--- src/rtl/rcpu_pkg.sv ---
// Shared constants and types for the CPU-side RAM and its arbiter.
package rcpu_pkg;
  localparam logic REQ_CPU = 1'b0;
  localparam logic REQ_LDR = 1'b1;

  localparam int RAM_DEPTH      = 4096;
  localparam int WORD_W         = 16;
  localparam int ADDR_W         = 16;
  localparam int MEM_RD_LATENCY = 1;

  typedef struct packed {
    logic any;  // some requester is served this cycle
    logic id;   // which one (valid only when any=1)
  } grant_t;
endpackage

--- src/rtl/ram_arb_pick.sv ---
// Combinational round-robin pick with burst limit: stay with the owner unless it
// has used its burst while the other requester waits.
module ram_arb_pick #(
  parameter int MAX_BURST = 4
) (
  input  logic                  owner_i,
  input  logic [3:0]            burst_cnt_i,
  input  logic                  rq0_vld_i,
  input  logic                  rq1_vld_i,
  output rcpu_pkg::grant_t      grant_o
);
  import rcpu_pkg::*;

  localparam logic [3:0] BURST_LIM = 4'(MAX_BURST);

  logic own_vld;
  logic oth_vld;
  logic limit_hit;

  always_comb begin
    own_vld   = (owner_i == REQ_LDR) ? rq1_vld_i : rq0_vld_i;
    oth_vld   = (owner_i == REQ_LDR) ? rq0_vld_i : rq1_vld_i;
    limit_hit = (burst_cnt_i == BURST_LIM) && oth_vld;

    grant_o.any = 1'b0;
    grant_o.id  = owner_i;
    if (own_vld && !limit_hit) begin
      grant_o.any = 1'b1;
      grant_o.id  = owner_i;
    end else if (oth_vld) begin
      grant_o.any = 1'b1;
      grant_o.id  = ~owner_i;
    end
  end
endmodule

--- src/rtl/ram_arbiter.sv ---
// Two-requester arbiter in front of a 1-cycle-latency synchronous RAM; one access
// per cycle, accepted combinationally, read data returned to the issuer next cycle.
module ram_arbiter #(
  parameter int ADDR_W    = 16,
  parameter int DATA_W    = 16,
  parameter int MAX_BURST = 4
) (
  input  logic              clk,
  input  logic              resetq,
  input  logic              rq0_valid,
  input  logic              rq0_we,
  input  logic [ADDR_W-1:0] rq0_addr,
  input  logic [DATA_W-1:0] rq0_wdata,
  output logic              rq0_ready,
  output logic              rs0_valid,
  output logic [DATA_W-1:0] rs0_rdata,
  input  logic              rq1_valid,
  input  logic              rq1_we,
  input  logic [ADDR_W-1:0] rq1_addr,
  input  logic [DATA_W-1:0] rq1_wdata,
  output logic              rq1_ready,
  output logic              rs1_valid,
  output logic [DATA_W-1:0] rs1_rdata,
  output logic              mem_read_enable,
  output logic              mem_write_enable,
  output logic [ADDR_W-1:0] mem_read_address,
  output logic [ADDR_W-1:0] mem_write_address,
  output logic [DATA_W-1:0] mem_write_data,
  input  logic [DATA_W-1:0] mem_read_data
);
  import rcpu_pkg::*;

  localparam logic [3:0] BURST_LIM = 4'(MAX_BURST);

  logic       owner_q, owner_d;
  logic [3:0] burst_q, burst_d;
  logic       rd_pend_q, rd_pend_d;
  logic       rd_id_q, rd_id_d;

  grant_t            grant;
  logic              acc;
  logic              sel_we;
  logic [ADDR_W-1:0] sel_addr;
  logic [DATA_W-1:0] sel_wdata;

  ram_arb_pick #(.MAX_BURST(MAX_BURST)) u_pick (
    .owner_i     (owner_q),
    .burst_cnt_i (burst_q),
    .rq0_vld_i   (rq0_valid),
    .rq1_vld_i   (rq1_valid),
    .grant_o     (grant)
  );

  // Gating with resetq keeps every output at 0 while reset is held.
  always_comb begin
    acc       = grant.any & resetq;
    sel_we    = (grant.id == REQ_LDR) ? rq1_we    : rq0_we;
    sel_addr  = (grant.id == REQ_LDR) ? rq1_addr  : rq0_addr;
    sel_wdata = (grant.id == REQ_LDR) ? rq1_wdata : rq0_wdata;

    rq0_ready         = acc & (grant.id == REQ_CPU);
    rq1_ready         = acc & (grant.id == REQ_LDR);
    mem_write_enable  = acc & sel_we;
    mem_read_enable   = acc & ~sel_we;
    mem_write_address = mem_write_enable ? sel_addr  : '0;
    mem_write_data    = mem_write_enable ? sel_wdata : '0;
    mem_read_address  = mem_read_enable  ? sel_addr  : '0;

    rs0_valid = rd_pend_q & (rd_id_q == REQ_CPU);
    rs1_valid = rd_pend_q & (rd_id_q == REQ_LDR);
    rs0_rdata = resetq ? mem_read_data : '0;
    rs1_rdata = resetq ? mem_read_data : '0;
  end

  always_comb begin
    owner_d   = owner_q;
    burst_d   = burst_q;
    rd_pend_d = grant.any & ~sel_we;
    rd_id_d   = grant.id;
    if (!grant.any) begin
      burst_d = 4'd0;
    end else if (grant.id == owner_q) begin
      burst_d = (burst_q == BURST_LIM) ? burst_q : burst_q + 4'd1;
    end else begin
      owner_d = grant.id;
      burst_d = 4'd1;
    end
  end

  always_ff @(posedge clk or negedge resetq) begin
    if (!resetq) begin
      owner_q   <= REQ_CPU;
      burst_q   <= 4'd0;
      rd_pend_q <= 1'b0;
      rd_id_q   <= REQ_CPU;
    end else begin
      owner_q   <= owner_d;
      burst_q   <= burst_d;
      rd_pend_q <= rd_pend_d;
      rd_id_q   <= rd_id_d;
    end
  end
endmodule

--- config.mk ---
export PLATFORM = sky130hd
export DESIGN_NAME = ram_arbiter
export DESIGN_NICKNAME = d
export VERILOG_FILES = /design/src/rtl/rcpu_pkg.sv /design/src/rtl/ram_arb_pick.sv /design/src/rtl/ram_arbiter.sv
export SDC_FILE = /design/constraint.sdc
export NUM_CORES = 1
export LEC_CHECK = 0
export CORE_UTILIZATION = 22
export DETAILED_ROUTE_END_ITERATION = 7
export GPL_TIMING_DRIVEN = 0
export PLACE_DENSITY = 0.79
export SYNTH_ARGS = -nofsm -noshare
export SYNTH_HDL_FRONTEND = slang
export SYNTH_HIERARCHICAL = 1
export SYNTH_SLANG_ARGS = --single-unit
--- constraint.sdc ---
create_clock -name clk -period 2 [get_ports clk]
set_input_delay 0.3 -clock clk [delete_from_list [all_inputs] [get_ports clk]]
set_output_delay 0.3 -clock clk [all_outputs]
set_load 0.1 [all_outputs]
==> impl_metrics.toml, run 1 <==
[outcome]
status = "complete, but fails checks"
violations = "setup timing"

[synth]
avgSynthCellArea_um2 = 7.40
yosys_warnings = 6
yosysSeqAreaShare_pct = 14.3
muxShareOfSynthArea_pct = 29.6
synth_area_leader_cell = "mux2i_1"
synth_top_area_share_pct = 28.7
synth-simple-area-share_pct = 31.7
synth_xor_area_share_pct = 2.87
ys_types = 23
synth_compound_area_share_pct = 1.84
synth_fa_ha_area_share_pct = 2.05
synth_area_leaders = "mux2i_1 29%, nor2_1 16%, dfrtp_1 14%, buf_4 9.8%, and2_1 9.2%"
synth_top_family_by_area = "simple AND/OR/NAND/NOR gates"
synth_fp_nets = 253
syn_inst = 165
netlist_area_um2 = 1220
ys_seq_elements = 7

[timing]
skew_ns = 0.00118
rsz0062_at_grt = "yes"
finalSetupViolCount = 52
worst_pin_slew_ns = 0.952
final.min_clock_period_ns = 2.70
hold_violations = 0
maxSlewViolCount = 0
setup_slack_ns = -0.701
max_slew_margin_pct = 36.8
finalCritPeriodShare_pct = 135
max_freq_mhz = 370

[critical_path]
cp-startpoint = "burst_q[3]$_DFFE_PN0P_"
worst-path-buf-inv = 4
path_delay_family = "simple AND/OR/NAND/NOR gates"
crit_chain = "nor4b_4 -> xnor2_2 -> a21oi_4 -> mux2i_4 -> or2_1 -> buf_12 -> buf_4 -> buf_8 -> nor2_4 -> buf_12"
cp.required_ns = 1.70
crit_top_cell = "buf_12"
criticalPathCategory = "reg -> out"
crit_slowest_cell = "dfrtp_1"
endpoint_kind = "primary output"
worst_setup_path_start_kind = "register"
r2r-start = "burst_q[3]$_DFFE_PN0P_"
cp_max_fo = 7
crit_path_max_incr_delay_ns = 0.40
crit_arrival_ns = 2.40

[cts]
root_buffer = "clkbuf_8"
cts_buffer_depth = 2
cts_buffers = 3
clkTransAtPathRegs_ns = 0.04
h-tree-depth = 1
insertion_delay_ns = 0.23
cts_sinks = 7
cts_tree = "done"

[place]
port_buffers = 171
place_area_um2 = 3490
dp_hpwl_mm = 4.78
place_ws_ns = -1.76
globalplace.congestion = 0.766
dp.cells = 406

[global_routing]
grt-ovfl-total = 0
top_usage_layer = "met2"
antenna_found_initial = 0
met3_usage_pct = 5.87
grt_pass1_wl_mm = 10.3
grt_pass1_vias = 2014
grt_max_degree = 11
grtUsageMet1_pct = 21.6
met2_usage_pct = 45.5
grt_util_all_layers_pct = 22.7

[routing]
drtIter0Drc = 13
wl_mm = 7.44
dr.pass1.iters = 3
avgViaCountPerCell = 4.50
vias = 1938
post-route-drc-count = 0
drt-wirelength-per-cell_um = 17.3
drtAntennaViolNets = 0

[floorplanning]
die-height_um = 76.5
die_w_um = 76.5
io_pins = 172
initial_utilization_pct = 23.3
row_count = 26
floorplan.core_area_um2 = 5240
dieArea_um2 = 5850

[cells_and_area]
nets = 450
fin_cells = 431
layout-drive-gt1-share_pct = 63.2
area_delta_synth_final_pct = 256
antennaDiodeCount = 0
stdcell_area_um2 = 4340
final_util_pct = 82.9

[power]
pwr_density_cell_nw_per_um2 = 719
ir_drop_v = 0.000495
leakagePower_nw = 1.79
total_power_mw = 3.12

[hold_path]
hold_path.class = "in -> async"

[run]
drv_cap = 0
[placed cells by master (no fill, tap or decap), types with 5 or more instances in the layout]
| cell | synthesis | final |
|---|---|---|
| and2_2 | 0 | 16 |
| buf_12 | 0 | 49 |
| mux2i_1 | 35 | 19 |
| buf_6 | 4 | 11 |
| clkdlybuf4s50_1 | 0 | 84 |
| nor2_4 | 0 | 49 |
| buf_8 | 0 | 6 |
| buf_4 | 16 | 56 |
| dfrtp_1 | 7 | 5 |
| buf_2 | 4 | 6 |
| mux2i_4 | 0 | 14 |
[synthesized netlist by cell type]
library cell and n:
inv_1 5, buf_6 4, or2_2 1, mux2_2 1
xnor2_1 4, nand3b_1 1, nand3_1 1, dfrtp_1 7
ha_1 2, nor4b_4 1, a21boi_0 1, mux2i_1 35
or2_1 1, nand3_2 1, buf_4 16, a21oi_1 3
nor2b_1 1, nand2_1 2, buf_2 4, and2_1 18
and3_1 1, nor2_1 52, clkbuf_1 3
[power breakdown]
| part | switching [mW] | total (mW) | internal, mW |
|---|---|---|---|
| Sequential | 0.0482 | 0.232 | 0.183 |
| Combinational | 1.62 | 2.69 | 1.08 |
| Clock | 0.0627 | 0.201 | 0.138 |
[layer usage]
layer  vias up  share of wire [%]
met3        16                7.2
li1        919                  -
met5         -                  0
met4         0                3.2
met1       886                 32
met2       117                 58
[area by class of cell]
type	instances	area, µm²
plain buffers	25	275
multi-input cells	126	1430
fillers	311	895
clock buffers	4	45.0
flip-flops and latches	7	178
repair buffers	194	2300
inverters	5	26.3
well taps	70	87.6
[through the flow]
stage | TNS (ns) | hold WS [ns]
2_1_floorplan | -29.08 | 0.00441
3_3_place_gp | -125.92 | 0.588
3_5_place_dp | -130.70 | 0.600
4_1_cts | -36.82 | 0.0919
5_1_grt | -35.97 | 0.568
6_report | -31.40 | 0.533
[sequential cells by signal, indices dropped and copies added (netlist names)]
register   cells
rd_pend_q      1
owner_q        1
burst_q        4
rd_id_q        1
[cells by family after synthesis]
kind of cell / count (synthesis)
AOI/OAI and AO/OA: 4
DFF: 7
xor gates and xnor gates: 4
buffers and inverters: 32
and+or+nand+nor: 80
adders and majority gates: 2
muxes: 36
[path summary, 6_finish.rpt]
check	end	slack [ns]	cells after the start
max	mem_write_data[15]	-0.70	10
min	owner_q$_DFFE_PN0P_	0.53	2
max reg2reg	burst_q[2]$_DFFE_PN0P_	0.11	9
min reg2reg	burst_q[1]$_DFFE_PN0P_	0.63	2
max in group asynchronous	burst_q[0]$_DFFE_PN0P_	1.19	2
min in group clk	burst_q[1]$_DFFE_PN0P_	0.63	2
[what timing repair did]
action | in CTS | in global routing
pin swaps | 6 | 8
hold buffers | 0 | 1
setup buffers | 13 | 7
cloned | 2 | 2
hold endpoints to repair | 0 | 7
resized for setup | 664 | 35
setup endpoints to repair | 86 | 82
No activity file was read; power rests on OpenSTA's default activity.
==> run 2: changes to the inputs <==
Settings changed: CORE_MARGIN set to 2.
==> impl_metrics.toml, run 2 (synthesized netlist as in run 1, its figures left out) <==
[cts]
cts_sinks = 7
cts_buffer_depth = 2
cts_tree = "done"
h-tree-depth = 1
cts_buffers = 3
insertion_delay_ns = 0.22
clkTransAtPathRegs_ns = 0.04
ctsHoldBuffers = 0
root_buffer = "clkbuf_8"

[critical_path]
crit_arrival_ns = 2.38
crit_path_end = "mem_write_data[5]"
r2r_slack_ns = 0.16
r2r-start = "burst_q[0]$_DFFE_PN0P_"
worst_setup_path_start_kind = "register"
endpoint_kind = "primary output"
cp.required_ns = 1.70
r2r_cells = 8
criticalPathCategory = "reg -> out"
cp_max_fo = 10
cp-startpoint = "burst_q[0]$_DFFE_PN0P_"
r2r_end = "owner_q$_DFFE_PN0P_"

[routing]
dr.pass1.iters = 4
avgViaCountPerCell = 4.51
post-route-drc-count = 0
drt-wirelength-per-cell_um = 17.7
drtAntennaViolNets = 0
vias = 1949
wl_mm = 7.65
drtIter0Drc = 38

[outcome]
violations = "setup timing"
status = "complete, but fails checks"

[timing]
finalCritPeriodShare_pct = 134
hold_violations = 0
maxSlewViolCount = 0
worst_pin_slew_ns = 0.950
rsz0062_at_grt = "yes"
max_slew_margin_pct = 36.9
max_freq_mhz = 374
finalSetupViolCount = 52
setup_slack_ns = -0.675
fin_hold_ws_ns = 0.00803
skew_ns = 0.000889
final.min_clock_period_ns = 2.68

[global_routing]
top_usage_layer = "met2"
grt_max_degree = 11
antenna_found_initial = 0
met2_usage_pct = 45.4
grt_util_all_layers_pct = 22.3
grt-ovfl-total = 0
met3_usage_pct = 7.13
grt_pass1_wl_mm = 10.4
grtUsageMet1_pct = 20.8
grt_pass1_vias = 1910

[power]
clkPwrFrac_pct = 6.1
ir_drop_v = 0.000467
p_int_mw = 1.47
total_power_mw = 3.22
share_comb_of_total_power_pct = 86.9
p_sw_share_pct = 54.3
leakagePower_nw = 1.81
power_frac_seq_pct = 7.0
pwr_density_cell_nw_per_um2 = 710
switching_power_mw = 1.75

[cells_and_area]
largest_reg_flops = 4
antennaDiodeCount = 0
area_delta_synth_final_pct = 272
stdcell_area_um2 = 4540
layout-drive-gt1-share_pct = 63.9
regMostFlops = "burst_q"
layout_common_cells = "84 x clkdlybuf4s50_1, 58 x buf_12, 49 x nor2_4"
ff_latch_area_um2 = 176
fill_cells = 304
multiInputGateArea_um2 = 1480
nets = 449
final_common_cell = "clkdlybuf4s50_1"

[hold_path]
hold_path.class = "in -> async"

[floorplanning]
dieArea_um2 = 6160
floorplan.core_area_um2 = 5440
initial_utilization_pct = 22.5
io_pins = 172
row_count = 27
die_w_um = 78.5
die-height_um = 78.5

[run]
drv_cap = 0

[place]
place_area_um2 = 3490
dp_hpwl_mm = 4.69
globalplace.congestion = 0.687
port_buffers = 171
[run 2: cell types whose count changed in the layout (fill, tap and decap cells not counted), moves of 4 or more]
| cell | delta |
|---|---|
| buf_12 | +9 |
| buf_4 | -21 |
| buf_6 | +8 |
| buf_8 | -4 |
| clkdlybuf4s15_2 | +7 |
| mux2i_1 | -4 |
| mux2i_4 | +5 |
[run 2: stage by stage]
step	utilization (%)	setup WS [ns]	instances	setup TNS, ns
floorplan	-	-0.665	165	-29.08
global placement	64.2	-1.76	408	-127.61
detailed placement	64.2	-1.79	408	-129.95
CTS	80.8	-0.782	431	-33.83
global route	83.5	-0.732	432	-34.63
finish	83.5	-0.675	432	-31.38
[run 2: worst max-delay path: stages, from the launching register on]
cell and delay (ns):
dfrtp_2 0.41, nor4b_4 0.29, xnor2_1 0.16, a21oi_2 0.08, buf_4 0.15, mux2i_4 0.20, or2_4 0.35, buf_12 0.19
nor2_4 0.12, buf_12 0.18
[run 2: layout make-up]
class	instances	share of cell area, %
clock buffer	4	0.992
buffer	24	5.67
inverter	5	0.579
sequential	7	3.88
tap	72	1.98
timing repair buffer	194	54.3
multi-input combinational	126	32.6
[run 2: worst min-delay path by stage]
stage / startpoint / to / slack (ns) / cells past startpoint
after floorplan: resetq / burst_q[0]$_DFFE_PN0P_ / 0.004 / 0
after global placement: resetq / rd_pend_q$_DFF_PN0_ / 0.59 / 1
after detailed placement: resetq / rd_id_q$_DFF_PN0_ / 0.60 / 1
after CTS: resetq / rd_pend_q$_DFF_PN0_ / 0.01 / 1
after global routing: resetq / owner_q$_DFFE_PN0P_ / 0.02 / 1
final: resetq / rd_id_q$_DFF_PN0_ / 0.008 / 1
[run 2: repair_timing]
item	4_1_cts	5_1_grt
setup buffers	17	6
cloned	2	1
resized for setup	682	42
endpoints found under the setup margin	86	75
pin swaps	5	9
[run 2: routing by layer]
metal,share of wire [%],vias up
met5,0,-
met4,1.4,0
met3,8.7,6
met2,60,120
met1,30,905
li1,-,918
[run 2: power by group through the flow]
| stage | combinational (mW) | sequential [mW] | clock (mW) |
|---|---|---|---|
| 3_5_place_dp | 2.11 | 0.235 | 0 |
| 3_3_place_gp | 2.10 | 0.231 | 0 |
| 2_1_floorplan | 1.63 | 0.224 | 0 |
| 6_report | 2.80 | 0.226 | 0.196 |
| 4_1_cts | 2.69 | 0.226 | 0.201 |
| 5_1_grt | 2.89 | 0.229 | 0.208 |
